===== src/rtl/cpu_pkg.sv =====
// cpu_pkg: constants and types shared across the MIPS core.
//   INSTR_W          instruction word width
//   OPCODE_MSB/LSB   opcode field position inside an instruction word
//   RESET_PC_DEFAULT default fetch address after reset
//   OP_*             primary opcode values used by the decoder
//   fetch_entry_t    {instr, pc} pair buffered between fetch and decode
package cpu_pkg;

  localparam int INSTR_W    = 32;
  localparam int OPCODE_MSB = 31;
  localparam int OPCODE_LSB = 26;

  localparam logic [31:0] RESET_PC_DEFAULT = 32'h0000_0000;

  localparam logic [5:0] OP_RTYPE = 6'h00;
  localparam logic [5:0] OP_J     = 6'h02;
  localparam logic [5:0] OP_JAL   = 6'h03;
  localparam logic [5:0] OP_BEQ   = 6'h04;
  localparam logic [5:0] OP_BNE   = 6'h05;
  localparam logic [5:0] OP_ADDI  = 6'h08;
  localparam logic [5:0] OP_LW    = 6'h23;
  localparam logic [5:0] OP_SW    = 6'h2b;

  typedef struct packed {
    logic [INSTR_W-1:0] instr;
    logic [31:0]        pc;
  } fetch_entry_t;

  function automatic logic [5:0] opcode_of(input logic [INSTR_W-1:0] instr);
    return instr[OPCODE_MSB:OPCODE_LSB];
  endfunction

endpackage


===== src/rtl/fetch_skid_fifo.sv =====
// fetch_skid_fifo: 2-entry buffer of fetched {instr, pc} pairs.
//   clk_i, rst_i  clock, synchronous active-high reset
//   flush_i       drop all entries (redirect); wins over push/pop
//   push_i        write push_data_i at the tail
//   pop_i         remove the head entry (ignored when empty)
//   push_data_i   entry to write
//   head_o        oldest entry, meaningful when count_o != 0
//   count_o       number of stored entries, 0..2
// Push and pop in the same cycle are legal at any fill level; at full the
// pop frees the slot the push uses.
module fetch_skid_fifo
  import cpu_pkg::*;
(
  input  logic         clk_i,
  input  logic         rst_i,
  input  logic         flush_i,
  input  logic         push_i,
  input  logic         pop_i,
  input  fetch_entry_t push_data_i,
  output fetch_entry_t head_o,
  output logic [1:0]   count_o
);

  fetch_entry_t entry0;  // head
  fetch_entry_t entry1;
  logic [1:0]   count;
  logic         do_pop;
  logic         do_push;

  assign do_pop  = pop_i && (count != 2'd0);
  // A push into a full FIFO without a simultaneous pop is dropped here and
  // flagged by the assertion below; the issue rule upstream prevents it.
  assign do_push = push_i && ((count != 2'd2) || do_pop);

  always_ff @(posedge clk_i) begin
    if (rst_i || flush_i) begin
      entry0 <= '0;
      entry1 <= '0;
      count  <= 2'd0;
    end else begin
      unique case ({do_push, do_pop})
        2'b10: begin
          if (count == 2'd0) entry0 <= push_data_i;
          else               entry1 <= push_data_i;
          count <= count + 2'd1;
        end
        2'b01: begin
          entry0 <= entry1;
          count  <= count - 2'd1;
        end
        2'b11: begin
          if (count == 2'd1) begin
            entry0 <= push_data_i;
          end else begin
            entry0 <= entry1;
            entry1 <= push_data_i;
          end
        end
        default: ;
      endcase
    end
  end

  assign head_o  = entry0;
  assign count_o = count;

  no_overflow: assert property (@(posedge clk_i) disable iff (rst_i || flush_i)
    !(push_i && (count == 2'd2) && !pop_i));

endmodule


===== src/rtl/instr_fetch_unit.sv =====
// instr_fetch_unit: MIPS fetch stage. Holds the PC, issues word reads to a
// synchronous instruction memory (data one cycle after the request) and
// hands {instr, pc} to decode.
//   clk_i, rst_i          clock, synchronous active-high reset
//   imem_req_o/addr_o     read request and word-aligned byte address
//   imem_rdata_i          read data for last cycle's request
//   instr_valid_o         instr_o/pc_o/pc_plus4_o hold an instruction
//   instr_ready_i         decode accepts this cycle
//   instr_o, pc_o         head instruction and its address (0 when invalid)
//   pc_plus4_o            pc_o + 4 mod 2^32 (0 when invalid)
//   redirect_i/_pc_i      taken branch/jump from execute; flushes fetch
//
// Handshake: an instruction transfers in a cycle where instr_valid_o and
// instr_ready_i are both high. While instr_valid_o is high and ready is low,
// the presented instruction and PC stay unchanged until accepted; only a
// redirect or reset may withdraw it. instr_valid_o does not depend on
// instr_ready_i.
module instr_fetch_unit
  import cpu_pkg::*;
#(
  parameter logic [31:0] RESET_PC = RESET_PC_DEFAULT
) (
  input  logic               clk_i,
  input  logic               rst_i,
  output logic               imem_req_o,
  output logic [31:0]        imem_addr_o,
  input  logic [INSTR_W-1:0] imem_rdata_i,
  output logic               instr_valid_o,
  input  logic               instr_ready_i,
  output logic [INSTR_W-1:0] instr_o,
  output logic [31:0]        pc_o,
  output logic [31:0]        pc_plus4_o,
  input  logic               redirect_i,
  input  logic [31:0]        redirect_pc_i
);

  logic [31:0]  fetch_pc;
  logic [31:0]  inflight_pc;
  logic         inflight;
  logic [31:0]  redirect_target;
  logic         pop;
  logic         push;
  logic [1:0]   count;
  logic [1:0]   count_after_pop;
  logic [1:0]   occupancy;
  fetch_entry_t head;
  fetch_entry_t push_entry;

  assign redirect_target = redirect_pc_i & 32'hFFFF_FFFC;

  // Slots committed after this cycle: entries left once the head is popped
  // plus the response that lands at the end of this cycle. A new request is
  // only issued if its response is guaranteed a slot next cycle.
  assign count_after_pop = count - {1'b0, pop};
  assign occupancy       = count_after_pop + {1'b0, inflight};

  assign instr_valid_o = !rst_i && !redirect_i && (count != 2'd0);
  assign pop           = instr_valid_o && instr_ready_i;
  assign imem_req_o    = !rst_i && !redirect_i && (occupancy < 2'd2);
  assign imem_addr_o   = imem_req_o ? fetch_pc : 32'h0;

  // The response to a request issued before a redirect is discarded here.
  assign push       = inflight && !redirect_i;
  assign push_entry = '{instr: imem_rdata_i, pc: inflight_pc};

  always_ff @(posedge clk_i) begin
    if (rst_i) begin
      fetch_pc    <= RESET_PC & 32'hFFFF_FFFC;
      inflight    <= 1'b0;
      inflight_pc <= 32'h0;
    end else begin
      inflight <= imem_req_o;
      if (redirect_i) begin
        fetch_pc <= redirect_target;
      end else if (imem_req_o) begin
        fetch_pc    <= fetch_pc + 32'd4;
        inflight_pc <= fetch_pc;
      end
    end
  end

  fetch_skid_fifo u_fifo (
    .clk_i       (clk_i),
    .rst_i       (rst_i),
    .flush_i     (redirect_i),
    .push_i      (push),
    .pop_i       (pop),
    .push_data_i (push_entry),
    .head_o      (head),
    .count_o     (count)
  );

  assign instr_o    = instr_valid_o ? head.instr : '0;
  assign pc_o       = instr_valid_o ? head.pc : 32'h0;
  assign pc_plus4_o = instr_valid_o ? (head.pc + 32'd4) : 32'h0;

endmodule

===== config.mk =====
export PLATFORM = sky130hd
export DESIGN_NAME = instr_fetch_unit
export DESIGN_NICKNAME = d
export VERILOG_FILES = /design/src/rtl/cpu_pkg.sv /design/src/rtl/fetch_skid_fifo.sv /design/src/rtl/instr_fetch_unit.sv
export SDC_FILE = /design/constraint.sdc
export NUM_CORES = 1
export LEC_CHECK = 0
export ABC_AREA = 1
export BUFFER_PORTS_ARGS = -buffer_cell sky130_fd_sc_hd__buf_2
export CORE_ASPECT_RATIO = 0.6
export CORE_MARGIN = 1
export CORE_UTILIZATION = 48
export CTS_CLUSTER_SIZE = 25
export DETAILED_ROUTE_END_ITERATION = 10
export PLACE_DENSITY = 0.7
export SLEW_MARGIN = 20
export SYNTH_ARGS = -nofsm -noshare
export SYNTH_HDL_FRONTEND = slang
export SYNTH_SLANG_ARGS = --single-unit

===== constraint.sdc =====
create_clock -name clk_i -period 4 [get_ports clk_i]
set_input_delay 1.2 -clock clk_i [delete_from_list [all_inputs] [get_ports clk_i]]
set_output_delay 1.2 -clock clk_i [all_outputs]
set_load 0.005 [all_outputs]

==> results of run 1 <==
[final cells by class]
| cell class | count | area [um^2] |
|---|---|---|
| Fill cell | 2131 | 8625 |
| Multi-Input combinational cell | 1093 | 5061 |
| Sequential cell | 187 | 3744 |
| Timing Repair Buffer | 236 | 1438 |
| Inverter | 345 | 1296 |
| Clock buffer | 19 | 432.9 |
| Tap cell | 279 | 349.1 |
| Clock inverter | 13 | 190.2 |
[state kept, by name, summed over array words and instances, names as in the netlist]
name            count
u_fifo.head_o      62
inflight_pc        30
inflight            1
fetch_pc           30
u_fifo.entry1      62
u_fifo.count_o      2
[kinds of logic after synthesis]
| kind of cell | count (synthesis) |
|---|---|
| flops | 187 |
| xor+xnor | 24 |
| simple gates | 719 |
| other cells | 1 |
| fa+ha+maj | 6 |
| buf+inv | 441 |
| compound gates | 338 |
[per-layer routing]
| layer | global-route usage [%] | part of all wire, % | vias up |
|---|---|---|---|
| met3 | 7.272 | 9.8 | 31 |
| met1 | 45.27 | 50 | 4966 |
| met4 | 6.037 | 1.1 | 2 |
| met2 | 38.68 | 39 | 393 |
| li1 | - | - | 5583 |
| met5 | 0 | 0.040 | - |
[synthesized netlist by cell type]
cell,number
buf_2,22
nand3_2,2
nand3_1,118
xor2_1,22
nor2_1,266
nor2_2,1
a21oi_4,1
o21ai_1,68
buf_6,2
nand4_1,6
a31oi_1,4
buf_4,12
or2_0,1
nand2_2,4
and3_1,1
nor4_1,1
nor2_4,3
conb_1,1
clkinv_2,1
inv_2,2
dfxtp_1,187
and3b_1,1
ha_1,6
a21oi_1,173
nand2_1,298
clkbuf_1,52
nor3_1,17
inv_1,342
xnor2_1,2
a211oi_1,1
a22oi_1,2
buf_1,8
o21ai_0,89
[critical path: stages]
cell	delay [ps]
buf_8	100
nor2_4	130
nand2_4	70
nor2_4	140
ha_4	220
nor2_4	100
inv_2	50
nand2_2	90
nand2_2	80
nor2_4	200
clkbuf_16	210
buf_6	100
buf_2	100
[through the flow]
| stage | worst slack (ps) | setup TNS, ps |
|---|---|---|
| global route | -57.83 | -316.1 |
| finish | -2.926 | -2.926 |
| floorplan | 6.874 | 0 |
| CTS | 6.108 | 0 |
| detailed placement | 7.257 | 0 |
| global placement | 55.14 | 0 |
[power breakdown]
group / switching (mW) / internal (mW) / leakage (nW)
clock: 0.775 / 1.05 / 0.302
sequential: 0.0510 / 1.91 / 1.52
combinational: 0.269 / 0.157 / 4.54
[worst paths after layout]
kind         cells past startpoint         startpoint                end  slack, ps
max                             13              rst_i         imem_req_o         -3
min reg2reg                      2  u_fifo.entry1[26]  u_fifo.entry1[26]        450
max reg2reg                     18  u_fifo.count_o[0]        fetch_pc[8]       1150
min                              2  u_fifo.entry1[26]  u_fifo.entry1[26]        450
[layout by cell type, fill, tap and decap left out, types with 37 or more instances in the layout]
cell type and instances:
nor2_1 264, nand3_1 118, buf_2 184, dfxtp_1 187, a21oi_1 173, o21ai_0 89
nand2_1 290, o21ai_1 68, inv_1 334, buf_4 37
[what timing repair did]
item / CTS / global route
cloned: 0 / 1
setup buffers: 3 / 4
endpoints found under the setup margin: 1 / 23
pin swaps: 1 / 7
resized for setup: 1 / 34
hold buffers: 0 / 0
==> results.sh, run 1 <==
export IMPL_status="complete, but fails checks"
export IMPL_violations="negative setup slack"
export IMPL_ioPinCount=198
export IMPL_viasPerCell=5.053
export IMPL_synthAdderAreaFrac_pct=0.7194
export IMPL_maxCapViolations=0
export IMPL_hold_viol=0
export IMPL_synthSimpleGateAreaFrac_pct=28.20
export IMPL_grt_max_degree=126
export IMPL_min_period_over_period_pct=100.1
export IMPL_grt_pass1_vias=9386
export IMPL_maxSlewViolCount=0
export IMPL_p_total_mw=4.218
export IMPL_rows=41
export IMPL_ys_warn_count=0
export IMPL_gr_total_overflow=0
export IMPL_drive_above_1_share_pct=15.80
export IMPL_yosysTopAreaCell="dfxtp_1"
export IMPL_drt_initial_drc_count=953
export IMPL_finClkSkew_ps=8.903
export IMPL_crit_required_ps=2800
export IMPL_synthCells=1716
export IMPL_start_util_pct=49.37
export IMPL_drtAntennaViolNets=0
export IMPL_synth_distinct_cells=33
export IMPL_max_freq_mhz=249.8
export IMPL_drt_total_wl_mm=32.63
export IMPL_gp_congestion=0.9613
export IMPL_cts_tree="built"
export IMPL_yosysSeqAreaShare_pct=35.88
export IMPL_nets=1954
export IMPL_die_area_um2=22350
export IMPL_remaining_drc_errors=0
export IMPL_cp_start_kind="input port"
export IMPL_hold_worst_slack_ps=447.0
export IMPL_worstMarginPinSlew_ps=898.4
export IMPL_h_tree_depth=4
export IMPL_wl_per_cell_um=15.02
export IMPL_synth_compound_area_share_pct=16.44
export IMPL_crit_type="in -> out"
export IMPL_p_leak_nw=6.364
export IMPL_p_per_area_nw_per_um2=337.1
export IMPL_diodes=0
export IMPL_grtUsageTotal_pct=28.88
export IMPL_cts_clk_slew_worst_paths_ps=70
export IMPL_clock_path_buffers=2
export IMPL_period_needed_ps=4003
export IMPL_yosys_area_top_type_share_pct=35.88
export IMPL_rsz0062_at_grt="yes"
export IMPL_fin_area_um2=12510
export IMPL_utilization_pct=59.19
export IMPL_irDropWorstVdd_v=0.0003113
export IMPL_coreArea_um2=21140
export IMPL_grt_pass1_wl_mm=50.05
export IMPL_synthMuxAreaShare_pct=0
export IMPL_synth_xor_area_share_pct=2.014
export IMPL_critical_path_max_fanout=4
export IMPL_avgSynthCellArea_um2=6.081
export IMPL_root_buffer="clkbuf_16"
export IMPL_end_kind="output port"
export IMPL_min_path_type="reg -> reg"
export IMPL_synth_area_leaders="dfxtp_1, inv_1, nand2_1"
export IMPL_cp_arrival_ps=2800
export IMPL_synth_seq_cells=187
export IMPL_area_growth_pct=19.89
export IMPL_vias=10975
export IMPL_cts_sinks=187
export IMPL_antenna_found_initial=1
export IMPL_portBuffers=189
export IMPL_cts_buffers=17
export IMPL_dp_hpwl_mm=23.26
export IMPL_synth_top_family_by_area="simple AND/OR/NAND/NOR gates"
export IMPL_place_inst=2132
export IMPL_setup_viol=1
export IMPL_fin_cells=2172
export IMPL_syn_area_um2=10440
export IMPL_die_y_um=116.2
export IMPL_firstDrtPassIters=5
export IMPL_dpl_cell_area_um2=11690
export IMPL_slew_headroom_pct=40.11
export IMPL_die_x_um=192.4
export IMPL_finalWorstSetupSlack_ps=-2.926
export IMPL_clock_latency_ps=440
(Power assumes the default switching activity.)
==> run 2: changes to the inputs <==
--- a/config.mk
+++ b/config.mk
@@ -12,7 +12,10 @@
 export CORE_UTILIZATION = 48
 export CTS_CLUSTER_SIZE = 25
 export DETAILED_ROUTE_END_ITERATION = 10
+export GPL_ROUTABILITY_DRIVEN = 0
+export MAX_ROUTING_LAYER = met4
 export PLACE_DENSITY = 0.7
+export RECOVER_POWER = 50
 export SLEW_MARGIN = 20
 export SYNTH_ARGS = -nofsm -noshare
 export SYNTH_HDL_FRONTEND = slang
==> run 2 against run 1 <==
The flow now finishes without violations. Clock skew is 0.93 ps lower. Core utilization is 0.65 points lower. Count of clock-buffer cells in the layout stayed put. Cell count is 0.32% lower. Worst hold slack hardly changed. Global-route usage is 0.39 points lower. Worst setup slack better by 67 ps. Critical path type unchanged. Largest power group unchanged. Highest routed layer is now met4.
==> results.sh, run 2 (same netlist as run 1, synthesis figures left out) <==
export IMPL_portBuffers=189
export IMPL_rrSetupSlack_ps=1320
export IMPL_clock_path_buffers=2
export IMPL_area_growth_pct=18.57
export IMPL_antenna_found_initial=0
export IMPL_r2r_end="fetch_pc[19]"
export IMPL_coreArea_um2=21140
export IMPL_period_needed_ps=3936
export IMPL_hold_worst_slack_ps=447.3
export IMPL_dpl_cell_area_um2=11680
export IMPL_nets=1948
export IMPL_fin_cells=2165
export IMPL_drtAntennaViolNets=0
export IMPL_grt_pass1_vias=9451
export IMPL_crit_required_ps=2800
export IMPL_crit_type="in -> out"
export IMPL_holdBufCountCts=0
export IMPL_final_cell_mix="inv_1, nand2_1, nor2_1"
export IMPL_rows=41
export IMPL_drive_above_1_share_pct=15.01
export IMPL_diodes=0
export IMPL_cts_sinks=187
export IMPL_irDropWorstVdd_v=0.0003033
export IMPL_cts_buffers=17
export IMPL_grt_max_degree=95
export IMPL_rsz0062_at_grt="yes"
export IMPL_gr_total_overflow=0
export IMPL_status="finished clean"
export IMPL_utilization_pct=58.54
export IMPL_drt_total_wl_mm=31.02
export IMPL_place_inst=2129
export IMPL_end_kind="output port"
export IMPL_clock_latency_ps=430
export IMPL_crit_path_end="imem_addr_o[3]"
export IMPL_startpoint="rst_i"
export IMPL_fin_area_um2=12370
export IMPL_hold_viol=0
export IMPL_setup_viol=0
export IMPL_remaining_drc_errors=0
export IMPL_die_y_um=116.2
export IMPL_critical_path_max_fanout=4
export IMPL_regArea_um2=3745
export IMPL_die_x_um=192.4
export IMPL_wl_per_cell_um=14.33
export IMPL_min_period_over_period_pct=98.40
export IMPL_viasPerCell=5.077
export IMPL_firstDrtPassIters=6
export IMPL_maxSlewViolCount=0
export IMPL_grt_pass1_wl_mm=48.53
export IMPL_ioPinCount=198
export IMPL_cts_clk_slew_worst_paths_ps=70
export IMPL_slew_headroom_pct=57.86
export IMPL_grtUsageTotal_pct=28.49
export IMPL_worstRegToRegCells=18
export IMPL_worstMarginPinSlew_ps=632.1
export IMPL_min_path_type="reg -> reg"
export IMPL_p_leak_nw=6.263
export IMPL_start_util_pct=49.37
export IMPL_dp_hpwl_mm=22.24
export IMPL_multi_input_area_um2=5021
export IMPL_cts_tree="built"
export IMPL_fin_tns_setup_ps=0
export IMPL_h_tree_depth=4
export IMPL_drt_initial_drc_count=1150
export IMPL_timing_rr_start="u_fifo.count_o[0]"
export IMPL_max_freq_mhz=254.1
export IMPL_cp_arrival_ps=2740
export IMPL_vias=10991
export IMPL_die_area_um2=22350
export IMPL_root_buffer="clkbuf_16"
export IMPL_cp_start_kind="input port"
export IMPL_maxCapViolations=0
export IMPL_final_common_cell="inv_1"
export IMPL_p_per_area_nw_per_um2=335.2
export IMPL_nFillCells=2113
export IMPL_finClkSkew_ps=7.976
==> run 2: final cells by class <==
class	count	share of cell area, %
clock buffer	19	3.580
multi-input combinational	1093	40.58
timing repair buffer	230	10.98
inverter	345	10.48
sequential	187	30.27
tap	279	2.821
clock inverter	12	1.294
==> run 2: metal layers <==
metal	GRT usage (%)	part of all wire, %	wire [um]
met1	40.92	48	14920
met2	39.09	41	12570
met3	8.323	11	3276
met4	5.407	0.81	251
met5	-	0	0
==> run 2: critical path: stages <==
cell and delay (ps):
buf_2 130, nor2_4 150, nand2_4 70, nor2_4 110, ha_4 210, nor2_4 80
inv_1 50, nand2_2 80, nand2_2 70, nor2_4 170, clkbuf_16 190, nand2_1 70
inv_1 60, buf_2 100
==> run 2: per-stage QoR <==
stage               setup slack (ps)  power [mW]
finish                         64.00       4.148
floorplan                      6.874       2.252
global route                  -10.68       4.323
global placement               54.46       2.392
CTS                           0.4006       4.158
detailed placement            -3.944       2.398
==> run 2: how the worst min path moves through the flow <==
| stage | start | endpoint | slack [ps] | cells after the start |
|---|---|---|---|---|
| final | u_fifo.entry1[22] | u_fifo.entry1[22] | 450 | 2 |
| after detailed placement | u_fifo.entry1[22] | u_fifo.entry1[22] | 440 | 2 |
| after CTS | u_fifo.entry1[22] | u_fifo.entry1[22] | 450 | 2 |
| after global routing | u_fifo.entry1[26] | u_fifo.entry1[26] | 470 | 2 |
| after floorplan | u_fifo.entry1[31] | u_fifo.entry1[31] | 420 | 2 |
| after global placement | u_fifo.entry1[16] | u_fifo.entry1[16] | 430 | 2 |
==> run 2: power breakdown <==
group / internal [mW] / switching (mW)
registers: 1.91 / 0.0478
clock network: 1.01 / 0.768
logic: 0.151 / 0.263
total: 3.07 / 1.08
==> run 2: repair_timing <==
| action | 4_1_cts | 5_1_grt |
|---|---|---|
| pin swaps | 1 | 3 |
| buffers inserted | 4 | 0 |
| gates resized for setup | 1 | 11 |
| gates cloned | 0 | 1 |
| endpoints found under the setup margin | 4 | 24 |
